$ cat src/rtl/trng_ro_ctrl_if.sv
// Word output channel of the TRNG controller: producer drives data/valid,
// consumer drives ready.
interface trng_ro_ctrl_if #(
  parameter int WORD_W = 32
) ();
  logic [WORD_W-1:0] rnd_data;
  logic              rnd_valid;
  logic              rnd_ready;

  modport master (output rnd_data, output rnd_valid, input rnd_ready);
  modport slave  (input rnd_data, input rnd_valid, output rnd_ready);
endinterface

$ cat src/rtl/trng_ro_ctrl.sv
// Ring-oscillator TRNG controller: start-up sequencing, RCT/APT online health
// tests and LSB-first word packing behind a valid/ready channel.
module trng_ro_ctrl #(
  parameter int WORD_W     = 32,
  parameter int WARMUP_CYC = 16,
  parameter int RCT_WARN   = 8,
  parameter int RCT_CUTOFF = 11,
  parameter int APT_WINDOW = 1024,
  parameter int APT_CUTOFF = 589
) (
  input  logic            clk,
  input  logic            rst_n,
  input  logic            start,
  input  logic            stop,
  input  logic            clear_alarm,
  input  logic            rnd_bit,
  output logic            ro_en,
  output logic            dff_en,
  output logic            rct_warn,
  output logic            alarm_rct,
  output logic            alarm_apt,
  output logic            word_drop,
  output logic            busy,
  trng_ro_ctrl_if.master  rnd_if
);

  localparam int WCW = $clog2(WARMUP_CYC + 1);
  localparam int RLW = $clog2(RCT_CUTOFF + 1);
  localparam int AW  = $clog2(APT_WINDOW + 1);
  localparam int PW  = $clog2(WORD_W);

  localparam logic [WCW-1:0] WARM_LAST = WCW'(WARMUP_CYC - 1);
  localparam logic [RLW-1:0] RL_WARN   = RLW'(RCT_WARN);
  localparam logic [RLW-1:0] RL_CUT    = RLW'(RCT_CUTOFF);
  localparam logic [AW-1:0]  APT_LEN   = AW'(APT_WINDOW);
  localparam logic [AW-1:0]  APT_HI    = AW'(APT_CUTOFF);
  localparam logic [AW-1:0]  APT_LO    = AW'(APT_WINDOW - APT_CUTOFF);
  localparam logic [PW-1:0]  PK_LAST   = PW'(WORD_W - 1);

  typedef enum logic [1:0] {S_IDLE, S_WARMUP, S_RUN, S_ALARM} state_e;

  state_e             state_q, state_d;
  logic [WCW-1:0]     warm_q, warm_d;
  logic [RLW-1:0]     run_len_q, run_len_d;
  logic               prev_q, prev_d;
  logic [AW-1:0]      ones_q, ones_d;
  logic [AW-1:0]      bits_q, bits_d;
  logic [WORD_W-1:0]  sr_q, sr_d;
  logic [PW-1:0]      pk_q, pk_d;
  logic [WORD_W-1:0]  data_q, data_d;
  logic               valid_q, valid_d;
  logic               warn_q, warn_d;
  logic               drop_q, drop_d;
  logic               arct_q, arct_d;
  logic               aapt_q, aapt_d;

  logic [RLW-1:0]     run_nxt;
  logic [AW-1:0]      ones_nxt, bits_nxt;
  logic               rct_fail, apt_fail, word_done;

  always_comb begin
    state_d   = state_q;
    warm_d    = warm_q;
    run_len_d = run_len_q;
    prev_d    = prev_q;
    ones_d    = ones_q;
    bits_d    = bits_q;
    sr_d      = sr_q;
    pk_d      = pk_q;
    data_d    = data_q;
    valid_d   = valid_q;
    warn_d    = 1'b0;
    drop_d    = 1'b0;
    arct_d    = arct_q;
    aapt_d    = aapt_q;
    run_nxt   = '0;
    ones_nxt  = '0;
    bits_nxt  = '0;
    rct_fail  = 1'b0;
    apt_fail  = 1'b0;
    word_done = 1'b0;

    case (state_q)
      S_IDLE: begin
        if (start) begin
          state_d = S_WARMUP;
          warm_d  = '0;
        end
      end
      S_WARMUP: begin
        if (stop) begin
          state_d = S_IDLE;
        end else if (warm_q == WARM_LAST) begin
          // Fresh health-test and packing state for every RUN entry.
          state_d   = S_RUN;
          run_len_d = '0;
          prev_d    = 1'b0;
          ones_d    = '0;
          bits_d    = '0;
          sr_d      = '0;
          pk_d      = '0;
        end else begin
          warm_d = warm_q + WCW'(1);
        end
      end
      S_RUN: begin
        // run_len_q==0 marks "no previous bit yet" after entering RUN.
        if (run_len_q != '0 && rnd_bit == prev_q)
          run_nxt = (run_len_q == RL_CUT) ? RL_CUT : run_len_q + RLW'(1);
        else
          run_nxt = RLW'(1);
        run_len_d = run_nxt;
        prev_d    = rnd_bit;
        warn_d    = (run_nxt == RL_WARN);
        rct_fail  = (run_nxt == RL_CUT);

        ones_nxt = ones_q + {{(AW-1){1'b0}}, rnd_bit};
        bits_nxt = bits_q + AW'(1);
        if (bits_nxt == APT_LEN) begin
          apt_fail = (ones_nxt > APT_HI) || (ones_nxt < APT_LO);
          ones_d   = '0;
          bits_d   = '0;
        end else begin
          ones_d = ones_nxt;
          bits_d = bits_nxt;
        end

        sr_d      = {rnd_bit, sr_q[WORD_W-1:1]};
        word_done = (pk_q == PK_LAST);
        pk_d      = word_done ? '0 : pk_q + PW'(1);

        if (valid_q && rnd_if.rnd_ready) valid_d = 1'b0;

        if (rct_fail || apt_fail) begin
          state_d = S_ALARM;
          arct_d  = arct_q | rct_fail;
          aapt_d  = aapt_q | apt_fail;
          valid_d = 1'b0;
        end else if (stop) begin
          state_d = S_IDLE;
          valid_d = 1'b0;
        end else if (word_done) begin
          if (!valid_q || rnd_if.rnd_ready) begin
            data_d  = sr_d;
            valid_d = 1'b1;
          end else begin
            drop_d = 1'b1;
          end
        end
      end
      S_ALARM: begin
        if (clear_alarm) begin
          state_d = S_IDLE;
          arct_d  = 1'b0;
          aapt_d  = 1'b0;
        end
      end
      default: state_d = S_IDLE;
    endcase
  end

  always_ff @(posedge clk or negedge rst_n) begin
    if (!rst_n) begin
      state_q   <= S_IDLE;
      warm_q    <= '0;
      run_len_q <= '0;
      prev_q    <= 1'b0;
      ones_q    <= '0;
      bits_q    <= '0;
      sr_q      <= '0;
      pk_q      <= '0;
      data_q    <= '0;
      valid_q   <= 1'b0;
      warn_q    <= 1'b0;
      drop_q    <= 1'b0;
      arct_q    <= 1'b0;
      aapt_q    <= 1'b0;
    end else begin
      state_q   <= state_d;
      warm_q    <= warm_d;
      run_len_q <= run_len_d;
      prev_q    <= prev_d;
      ones_q    <= ones_d;
      bits_q    <= bits_d;
      sr_q      <= sr_d;
      pk_q      <= pk_d;
      data_q    <= data_d;
      valid_q   <= valid_d;
      warn_q    <= warn_d;
      drop_q    <= drop_d;
      arct_q    <= arct_d;
      aapt_q    <= aapt_d;
    end
  end

  assign ro_en            = (state_q == S_WARMUP) || (state_q == S_RUN);
  assign dff_en           = ro_en;
  assign busy             = (state_q != S_IDLE);
  assign rct_warn         = warn_q;
  assign word_drop        = drop_q;
  assign alarm_rct        = arct_q;
  assign alarm_apt        = aapt_q;
  assign rnd_if.rnd_data  = data_q;
  assign rnd_if.rnd_valid = valid_q;

endmodule
$ cat src/flat_wrapper.sv
// flat-port wrapper written by rule: the top's interface ports become plain ports
module trng_ro_ctrl_flat 
#(
  parameter int WORD_W     = 32,
  parameter int WARMUP_CYC = 16,
  parameter int RCT_WARN   = 8,
  parameter int RCT_CUTOFF = 11,
  parameter int APT_WINDOW = 1024,
  parameter int APT_CUTOFF = 589
)
  (clk, rst_n, start, stop, clear_alarm, rnd_bit, ro_en, dff_en, rct_warn, alarm_rct, alarm_apt, word_drop, busy, rnd_if_rnd_data, rnd_if_rnd_valid, rnd_if_rnd_ready);
  trng_ro_ctrl_if #(.WORD_W(WORD_W)) rnd_if_i ();
  input  logic clk;
  input  logic rst_n;
  input  logic start;
  input  logic stop;
  input  logic clear_alarm;
  input  logic rnd_bit;
  output logic ro_en;
  output logic dff_en;
  output logic rct_warn;
  output logic alarm_rct;
  output logic alarm_apt;
  output logic word_drop;
  output logic busy;
  output wire logic [$bits(rnd_if_i.rnd_data)-1:0] rnd_if_rnd_data;
  output wire logic [$bits(rnd_if_i.rnd_valid)-1:0] rnd_if_rnd_valid;
  input wire logic [$bits(rnd_if_i.rnd_ready)-1:0] rnd_if_rnd_ready;
  assign rnd_if_rnd_data = rnd_if_i.rnd_data;
  assign rnd_if_rnd_valid = rnd_if_i.rnd_valid;
  assign rnd_if_i.rnd_ready = rnd_if_rnd_ready;
  trng_ro_ctrl #(.WORD_W(WORD_W), .WARMUP_CYC(WARMUP_CYC), .RCT_WARN(RCT_WARN), .RCT_CUTOFF(RCT_CUTOFF), .APT_WINDOW(APT_WINDOW), .APT_CUTOFF(APT_CUTOFF)) u_core (.clk(clk), .rst_n(rst_n), .start(start), .stop(stop), .clear_alarm(clear_alarm), .rnd_bit(rnd_bit), .ro_en(ro_en), .dff_en(dff_en), .rct_warn(rct_warn), .alarm_rct(alarm_rct), .alarm_apt(alarm_apt), .word_drop(word_drop), .busy(busy), .rnd_if(rnd_if_i));
endmodule
$ cat config.mk
export PLATFORM = sky130hd
export DESIGN_NAME = trng_ro_ctrl_flat
export DESIGN_NICKNAME = d
export VERILOG_FILES = /design/src/rtl/trng_ro_ctrl_if.sv /design/src/rtl/trng_ro_ctrl.sv /design/src/flat_wrapper.sv
export SDC_FILE = /design/constraint.sdc
export NUM_CORES = 1
export LEC_CHECK = 0
export ABC_AREA = 1
export CORE_ASPECT_RATIO = 0.7
export CORE_MARGIN = 4
export CORE_UTILIZATION = 35
export CTS_CLUSTER_SIZE = 8
export DETAILED_ROUTE_END_ITERATION = 8
export SLEW_MARGIN = 10
export SYNTH_ARGS = -nofsm -noshare
export SYNTH_HDL_FRONTEND = slang
export SYNTH_SLANG_ARGS = --single-unit
$ cat constraint.sdc
create_clock -name clk -period 5.6 [get_ports clk]
set_input_delay 0.56 -clock clk [delete_from_list [all_inputs] [get_ports clk]]
set_output_delay 0.56 -clock clk [all_outputs]
set_load 0.01 [all_outputs]
Word level (Yosys, flattened, before mapping)
Cells that the tools add are included.
{ "totals": {"input_bits": 7, "wordCells": 112, "reg_bits": 108} }
{ "op_classes": {"bitwise": 4, "mux": 51, "magnitude_cmp": 2, "n_reduce_logical": 18, "eq_ne": 18, "n_addsub": 5} }
{ "ops": {"columns": ["cell", "n"], "rows": [
  ["32-bit two-way mux", 2],
  ["32-bit case mux with 2 select lines", 1],
  ["11-bit two-way mux", 4],
  ["11-bit case mux with 2 select lines", 2],
  ["5-bit two-way mux", 6],
  ["4-bit two-way mux", 5],
  ["5-bit case mux with 2 select lines", 2],
  ["1-bit two-way mux", 18],
  ["4-bit == test (second input constant)", 3],
  ["2-bit two-way mux", 6],
  ["11-bit by 1-bit adder with 11-bit output", 1],
  ["11-bit by 1-bit adder with 11-bit output (second input constant)", 1],
  ["11-bit == test (second input constant)", 1],
  ["11-bit by 10-bit > comparator with 1-bit output (second input constant)", 1],
  ["11-bit by 9-bit less-than comparator with 1-bit output (second input constant)", 1],
  ["5-bit by 1-bit adder with 5-bit output (second input constant)", 2],
  ["2-bit != test (second input constant)", 4],
  ["2-bit case mux with 4 select lines", 1],
  ["4-bit case mux with 2 select lines", 1],
  ["4-bit AND reduction", 2],
  ["2-bit nonzero test", 4],
  ["3-bit by 2-bit != test with 1-bit output (second input constant)", 2],
  ["1-bit case mux with 2 select lines", 3],
  ["3-bit AND reduction", 2],
  ["other kinds (15)", 23]
]} }

Logic depth before layout (Yosys ltp)
Gate-level depths: netlist of the first run.
{ "logic_depth": {"ltp_word": 8, "mapped_depth": 19} }

Worst setup path before layout of the first run
No wires, ideal clock.
{ "synth_path": {"path_type": "input port to flip-flop", "start": "input port rnd_bit", "end": "register u_core.data_q[0], in the netlist u_core.rnd_if.rnd_data[0]", "arrival_time_ps": 2324, "setup_slack_ps": 3160, "cell_stages": 14, "n_path_buf": 1, "cell_sequence": "ha_1 -> ha_1 -> nand3_2 -> nor2_4 -> nand4_1 -> xor2_1 -> nand3_4 -> nand2_4 -> nand3_2 -> nor2_2 -> nand2_4 -> buf_6 -> nand2_1 -> nand2_1"} }
{ "synth_via": {"elab_chain_cells": 8, "elab_cells_between_ends": 14} }
{ "synth_rtl": {"columns": ["element", "line_no", "rtl"], "rows": [
  ["from (decl)", "flat_wrapper.sv:18", "input logic rnd_bit;"],
  ["11-bit by 1-bit adder with 11-bit output / 1-bit == test (equally long branches)", "trng_ro_ctrl.sv:117, trng_ro_ctrl.sv:108", null],
  ["11-bit by 10-bit > comparator with 1-bit output (tied with other cells)", "trng_ro_ctrl.sv:120", "apt_fail = (ones_nxt > APT_HI) || (ones_nxt < APT_LO);"],
  ["1-bit logical OR / 4-bit two-way mux (equally long branches)", "trng_ro_ctrl.sv:120, trng_ro_ctrl.sv:108", null],
  ["1-bit two-way mux / 4-bit two-way mux (equally long branches)", "trng_ro_ctrl.sv:119, trng_ro_ctrl.sv:83", null],
  ["1-bit two-way mux / 4-bit == test (equally long branches)", "trng_ro_ctrl.sv:83, trng_ro_ctrl.sv:115", null],
  ["1-bit logical OR (*)", "trng_ro_ctrl.sv:134", "if (rct_fail || apt_fail) begin"],
  ["1-bit inverter (no line) (*)", null, null],
  ["5-bit AND reduction (no line) (*)", null, null],
  ["to (signal assigned)", "trng_ro_ctrl.sv:187", "data_q <= data_d;"],
  ["to (decl)", "trng_ro_ctrl.sv:50", "logic [WORD_W-1:0] data_q, data_d;"]
]} }
Mark *: on every way between the ends. The rest lies on a longest branch, timed or not. The select of a mux whose other input is x is not followed.
A chain may end at the register's enable or synchronous reset.

Worst setup path after layout of the first run
{ "layout_path": {"start": "input port rnd_bit", "end": "register u_core.data_q[2], in the netlist u_core.rnd_if.rnd_data[2]"} }
The elaborated chain is that of the path after synthesis.

==> results.md, run 1 <==
* Root Buffer: clkbuf_16
* Setup TNS at 0 ps
* Hold Crit Class: primary input to async pin
* Initial antenna violation count at 0
* Post-Route WL at approximately 11000 um
* CP Max Fanout at 32
* Clock Pin Slew Worst Setup and Hold Paths at about 80 ps
* Syn avg cell area at around 8.7 um2
* LEAKAGE at about 2.9 nW
* Outcome: completed
* Largest area contributor in the netlist: dfrtp_1
* Register area at about 0.0027 mm2
* Congestion Overflow GR at 0
* Setup crit end kind: register
* Cell count after synthesis at a little under 600
* Die span in y at between 100 and 150 um
* Crit path launch type: primary input
* Async SR Flop Fraction at 1.00
* Slew headroom at 0.455
* P per Cell Area at around 370 mW/mm2
* I/O pins at 47
* Hold_ws at around 270 ps
* Number of vias per cell at 4.85
* Worst VDD drop at 0.000222 V
* H-tree levels at 3
* Clock tree buffer depth at 2
* WS Path Type: primary input to register
* First-pass GRT wire length at 19000 um
* Sequential share of power at 0.464
* CTS tree: built
* Hold buffers post-CTS at 0
* Area of the multi-input gates at approximately 0.0020 mm2
* Largest net degree at the start of global routing at between 60 and 70
* Fin. max-slew vios at 0
* CP bufs+invs at 2
* Top delay family on crit path: simple AND/OR/NAND/NOR gates
* Net Sw Frac at 0.349
* Postcts setup bufs at 0
* Post-DP HPWL at about 7600 um
* Max_cap viols at 0
* DR pass1 iterations at 5
* Post_cts resized at 0
* # rows at 36
* Share of cells above drive strength 1 at 0.0835
* Most used cell, CP: nand2_1
* Worst Path Required at 5890 ps
* Skew final at between 10 and 15 ps
* Die W at 152 um
* Number of global-route vias before repair at between 3000 and 4000
* Largest stage delay on the critical path at approximately 550 ps
* GRT Total Usage at 0.138
* Area Growth Syn to Fin at 17.4%
* CP Data Arrival Time at 3590 ps
* Iter 0 DRT Violations at 231
* Final setup vio count at 0
* Post-synth EDFFs at 0
* Main area contributors after synthesis: dfrtp_1, nand2_1, inv_1
* GP Congestion at approximately 0.86
* Cts bufs inserted at 9
* NetSw at 0.000784 W
* Antenna Cells at 0
* Clock Power Share at 0.274
* Clock Latency Late Sink at about 350 ps
* Post-Syn Area at between 0.005 and 0.006 mm2
* Slowest cell on the critical path: nor2_4
* Initial Util at 0.362
* Fillers at ~1400
* Clock sink total at around 110
* Nets@finish at 650
* Flops & latches, synth at roughly 110
* Most frequent cells in the layout: nand2_1, dfrtp_1, inv_1, clkdlybuf4s50_1, o22ai_1
* Post-DR wirelength/cell at ~13 um
* Via count at 4000
* IO buf count at 46
* Yosys top cell area share at 0.520
* Final Cycle Share at 0.589
* FMAX at approximately 300 MHz
* Routed Antenna Nets at 0
* Combinational share of power at 0.262
* Syn Nets at slightly above 600
* Synth Flop Type: dfrtp_1
* Total die area at between 0.015 and 0.02 mm2
* RSZ-0062 raised after global routing: no
* Final number of hold-violating endpoints at 0
* Synth cell types at 38
* Crit-path cells: clkdlybuf4s50_1, ha_1, ha_1, nand3_2, nor2_4, xor2_2, inv_2, nand2_1, nand2_1, nand2_2, nand3_4, nand2_4, nand4_2, nor2_4, nand2_1, nand2_1
* Ys Warns at 0
* Sequential area share after synthesis at 0.520
* DRC at 0
* Tmin final at 3300 ps
* Most common cell after layout, fill and taps aside: nand2_1
* Core area at roughly 0.014 mm2
* Internal power at 0.00146 W
* Actual slew at the worst max-slew pin at a little over 800 ps
[synthesized netlist by cell type (all sizes together) (2+ instances only)]
| library cell | instances |
|---|---|
| xor2 | 6 |
| clkbuf | 11 |
| inv | 90 |
| nand4 | 15 |
| o21ai | 23 |
| o31ai | 2 |
| o22ai | 38 |
| o32ai | 4 |
| a21oi | 11 |
| nand3 | 27 |
| nor4 | 2 |
| buf | 9 |
| a32o | 6 |
| dfrtp | 106 |
| ha | 13 |
| nor2 | 33 |
| nand2 | 181 |
| nor3 | 8 |
[registers in the layout, indices dropped and copies added (netlist names)]
signal,count
u_core.alarm_rct,1
u_core.rnd_if.rnd_valid,1
u_core.rnd_if.rnd_data,32
u_core.run_len_q,4
u_core.word_drop,1
u_core.sr_q,30
u_core.rct_warn,1
u_core.bits_q,11
u_core.warm_q,5
u_core.state_q,2
u_core.pk_q,5
u_core.prev_q,1
u_core.alarm_apt,1
u_core.ones_q,11
[worst reg2reg max path, cell delays in order, from the launching register on]
cell and delay (ps):
dfrtp_1 380, ha_1 180, nand2_1 70, nor2_1 100
ha_1 180, nand2_1 60, inv_1 100, nand2_1 90
o21ai_4 60, buf_4 500, inv_2 280, nor2_2 180
inv_2 310, o32ai_1 400
[routing by layer]
layer	vias to the layer above	wire length [um]	part of all wire	GRT usage
met2	95	4890	0.44	0.218
met3	8	572	0.052	0.0401
met5	-	0	0	0
met1	1895	5450	0.50	0.189
met4	0	101	0.0092	0.0385
li1	2002	-	-	-
[cell type report]
type,instances,share of cell area
tap,190,0.0397
sequential,106,0.443
clock buffer,10,0.0382
clock inverter,6,0.0102
inverter,91,0.0570
timing repair buffer,49,0.0802
multi-input combinational,373,0.332
[final timing paths]
kind	from	to	slack (ps)	depth (start not counted)
setup reg to reg	u_core.warm_q[1]	u_core.ones_q[3]	2610	13
max in group asynchronous	rst_n	u_core.warm_q[1]	4270	2
min in group clk	u_core.rnd_if.rnd_data[14]	u_core.rnd_if.rnd_data[14]	470	2
setup / recovery	rnd_bit	u_core.rnd_if.rnd_data[2]	2300	16
hold reg to reg	u_core.rnd_if.rnd_data[14]	u_core.rnd_if.rnd_data[14]	470	2
hold / removal	rst_n	u_core.rnd_if.rnd_data[0]	270	1
[power by group through the flow]
stage	sequential [W]	clock, W	combinational [W]
after floorplan	0.00102	0	0.000437
after global placement	0.00105	0	0.000567
after global routing	0.00106	0.000667	0.000666
after CTS	0.00104	0.000639	0.000593
final	0.00104	0.000614	0.000589
after detailed placement	0.00105	0	0.000589
[kinds of logic (layout without fill, tap and decap cells)]
| group | count (synthesis) | in the layout | synth area share |
|---|---|---|---|
| AO/OA/AOI/OAI | 86 | 86 | 0.105 |
| adder cells (fa/ha/maj) | 13 | 13 | 0.0319 |
| XOR/XNOR | 7 | 7 | 0.0135 |
| flip-flops | 106 | 106 | 0.520 |
| AND/OR/NAND/NOR | 267 | 267 | 0.238 |
| buffers and inverters | 111 | 156 | 0.0917 |
[stage by stage]
step / util / std cells / setup slack, ps / area (um2) / power, W
CTS: 0.425 / 825 / 2250 / 5990 / 0.00227
global route: 0.425 / 825 / 1930 / 5990 / 0.00240
finish: 0.425 / 825 / 2300 / 5990 / 0.00225
global placement: 0.405 / 809 / 2060 / 5700 / 0.00162
floorplan: - / 590 / 3160 / 5100 / 0.00146
detailed placement: 0.405 / 809 / 1890 / 5700 / 0.00164
Power figures use the tool's default switching activity.
==> run 2, diff against run 1 <==
clock period = 2.6 ns   (was 5.6 ns; I/O delays follow)
==> run 2 against run 1 <==
Net effect:
- global-route usage fell by 0.61 points
- total power rose by 120%
- sequential share of layout area fell by 1.4 points
- flip-flop and latch count did not move
- critical path depth rose by 1
- via count fell by 0.30%
- first-iteration DRC count rose by 3.9%
- largest power group unchanged
- highest routed layer unchanged
==> results.md, run 2 (synthesized netlist as in run 1, its figures left out) <==
* Nets@finish at 669 (was 650)
* Final setup vio count at 0 (unchanged)
* Most frequent cells in the layout: nand2_1, dfrtp_1, inv_1, clkdlybuf4s50_1, o22ai_1 (unchanged)
* Number of vias per cell at 4.73 (was 4.85)
* Worst Path Required at 2840 ps (was 5890 ps)
* CP Max Fanout at 32 (unchanged)
* Hold depth at 2
* Routed Antenna Nets at 0 (unchanged)
* Cts bufs inserted at 9 (unchanged)
* WS Path Type: primary input to register (unchanged)
* Crit-path cells: clkdlybuf4s50_1, ha_1, ha_1, nand3_2, nor2_4, xor2_2, inv_2, nand2_1, nand2_1, nand2_2, nand3_4, nand2_4, nand3_2, nor2_4, nand2_8, nand2_1, nand2_1 (was clkdlybuf4s50_1, ha_1, ha_1, nand3_2, nor2_4, xor2_2, inv_2, nand2_1, nand2_1, nand2_2, nand3_4, nand2_4, nand4_2, nor2_4, nand2_1, nand2_1)
* NetSw at 0.00164 W (was 0.000784 W)
* FMAX at 415 MHz
* GRT Total Usage at 0.132 (was 0.138)
* Congestion Overflow GR at 0 (unchanged)
* I/O pins at 47 (unchanged)
* Outcome: completed (unchanged)
* LEAKAGE at 2.97 nW (was 2.88 nW)
* Combinational share of power at 0.270 (was 0.262)
* Post-DR wirelength/cell at 12.4 um (was 13.3 um)
* DRC at 0 (unchanged)
* IO buf count at 46 (unchanged)
* Final std cells w/o fill at 844 (was 825)
* First-pass GRT wire length at 18200 um (was 19000 um)
* Final Cycle Share at 0.928
* # rows at 36 (unchanged)
* Worst VDD drop at 0.000482 V (was 0.000222 V)
* Clock Pin Slew Worst Setup and Hold Paths at 70 ps (was 80 ps)
* P per Cell Area at 783 mW/mm2 (was 375 mW/mm2)
* Hold_ws at 469 ps (was 267 ps)
* Number of global-route vias before repair at 3911 (was 3949)
* Max FFs per register at 32 (unchanged)
* Clock tree buffer depth at 2 (unchanged)
* RSZ-0062 raised after global routing: yes (was no)
* H-tree levels at 3 (unchanged)
* Internal power at 0.00320 W (was 0.00146 W)
* Actual slew at the worst max-slew pin at 637 ps (was 818 ps)
* CTS tree: built (unchanged)
* Area Growth Syn to Fin at 21.3% (was 17.4%)
* Final number of hold-violating endpoints at 0 (unchanged)
* Post-DP HPWL at 7610 um (was 7620 um)
* Die span in y at 109 um (unchanged)
* Initial Util at 0.362 (unchanged)
* Total power at 0.00485 W (was 0.00225 W)
* Largest stage delay on the critical path at 480 ps (was 550 ps)
* Skew final at 9.25 ps (was 10.1 ps)
* Sequential share of power at 0.462 (was 0.464)
* Worst R2R Path Depth at 18 (was 13)
* Hold Crit Class: register to register (was primary input to async pin)
* Fin. max-slew vios at 0 (unchanged)
* Clock Power Share at 0.268 (was 0.274)
* Cell count after placement at 827 (was 809)
* Clock sink total at 106 (unchanged)
* Core area at 0.0141 mm2 (unchanged)
* Largest net degree at the start of global routing at 55 (was 67)
* DR pass1 iterations at 4 (was 5)
* CP Data Arrival Time at 2650 ps (was 3590 ps)
* Post-Route WL at 10500 um (was 11000 um)
* Setup crit end kind: register (unchanged)
* Slowest cell on the critical path: clkdlybuf4s50_1 (was nor2_4)
* Fillers at 1347 (was 1373)
* Slew headroom at 0.575 (was 0.455)
* Max_cap viols at 0 (unchanged)
* Via count at 3988 (was 4000)
* Crit path launch type: primary input (unchanged)
* Share of cells above drive strength 1 at 0.116 (was 0.0835)
* Clock Latency Late Sink at 350 ps (about the same)
* Initial antenna violation count at 0 (unchanged)
* Postcts setup bufs at 0 (unchanged)
* Root Buffer: clkbuf_16 (unchanged)
* Most common cell after layout, fill and taps aside: nand2_1 (unchanged)
* Iter 0 DRT Violations at 240 (was 231)
* GP Congestion at 0.835 (was 0.859)
* Total die area at 0.0166 mm2 (unchanged)
* Tmin final at roughly 2400 ps
* Net Sw Frac at 0.339 (was 0.349)
* Layout Utilization at 0.439 (was 0.425)
* Antenna Cells at 0 (unchanged)
* Most used cell, CP: nand2_1 (unchanged)
* Die W at 152 um (unchanged)
## run 2: cell types whose count changed in the layout (fill, tap and decap cells not counted), sizes merged
cell / change
inv: -1
clkinv: -1
clkinvlp: +1
dlygate4sd3: +1
buf: +18
clkbuf: +1
## run 2: worst paths after layout
kind	endpoint	slack (ps)	from
max	u_core.rnd_if.rnd_data[4]	190	rnd_bit
min	u_core.rnd_if.rnd_data[8]	470	u_core.sr_q[9]
max reg2reg	u_core.rnd_if.rnd_data[4]	210	u_core.ones_q[0]
min reg2reg	u_core.rnd_if.rnd_data[8]	470	u_core.sr_q[9]
max in group asynchronous	u_core.ones_q[3]	1330	rst_n
min in group asynchronous	u_core.rnd_if.rnd_data[0]	480	rst_n
## run 2: what timing repair did
item                       4_1_cts  5_1_grt
setup endpoints to repair        0       40
gates resized for setup          0        7
hold buffers                     1        0
hold endpoints to repair        49        0
## run 2: power groups by stage
stage / clock, W / combinational, W / sequential, W
after floorplan: 0 / 0.000941 / 0.00221
after global placement: 0 / 0.00127 / 0.00226
after detailed placement: 0 / 0.00131 / 0.00227
after CTS: 0.00135 / 0.00132 / 0.00224
after global routing: 0.00141 / 0.00150 / 0.00229
final: 0.00130 / 0.00131 / 0.00224
## run 2: stage by stage
step / cell area [um2] / setup TNS (ps) / setup WS, ps
after global routing: 6190 / -25.4 / -12.2
after floorplan: 5100 / 0 / 386
final: 6190 / 0 / 188
after detailed placement: 5860 / -6850 / -232
after CTS: 6160 / 0 / 127
after global placement: 5860 / -5170 / -178
## run 2: critical path, delay by kind of cell
family                   cells  cell delay (ps)
adder cells (fa/ha/maj)      2              400
XOR/XNOR                     1              220
buffers and inverters        2              520
AND/OR/NAND/NOR             12             1220
## run 2: metal layers
layer | GRT usage | share of wire
met1 | 0.186 | 0.52
met3 | 0.0329 | 0.048
met2 | 0.203 | 0.43
met5 | 0 | 0
met4 | 0.0398 | 0.0068
## run 2: final cells by class
type	count	area [um2]	share of cell area
Tap cell	190	238	0.0384
Clock inverter	5	45.0	0.00728
Multi-Input combinational cell	373	2010	0.326
Inverter	91	345	0.0558
Timing Repair Buffer	68	651	0.105
Clock buffer	11	243	0.0392
Sequential cell	106	2650	0.429
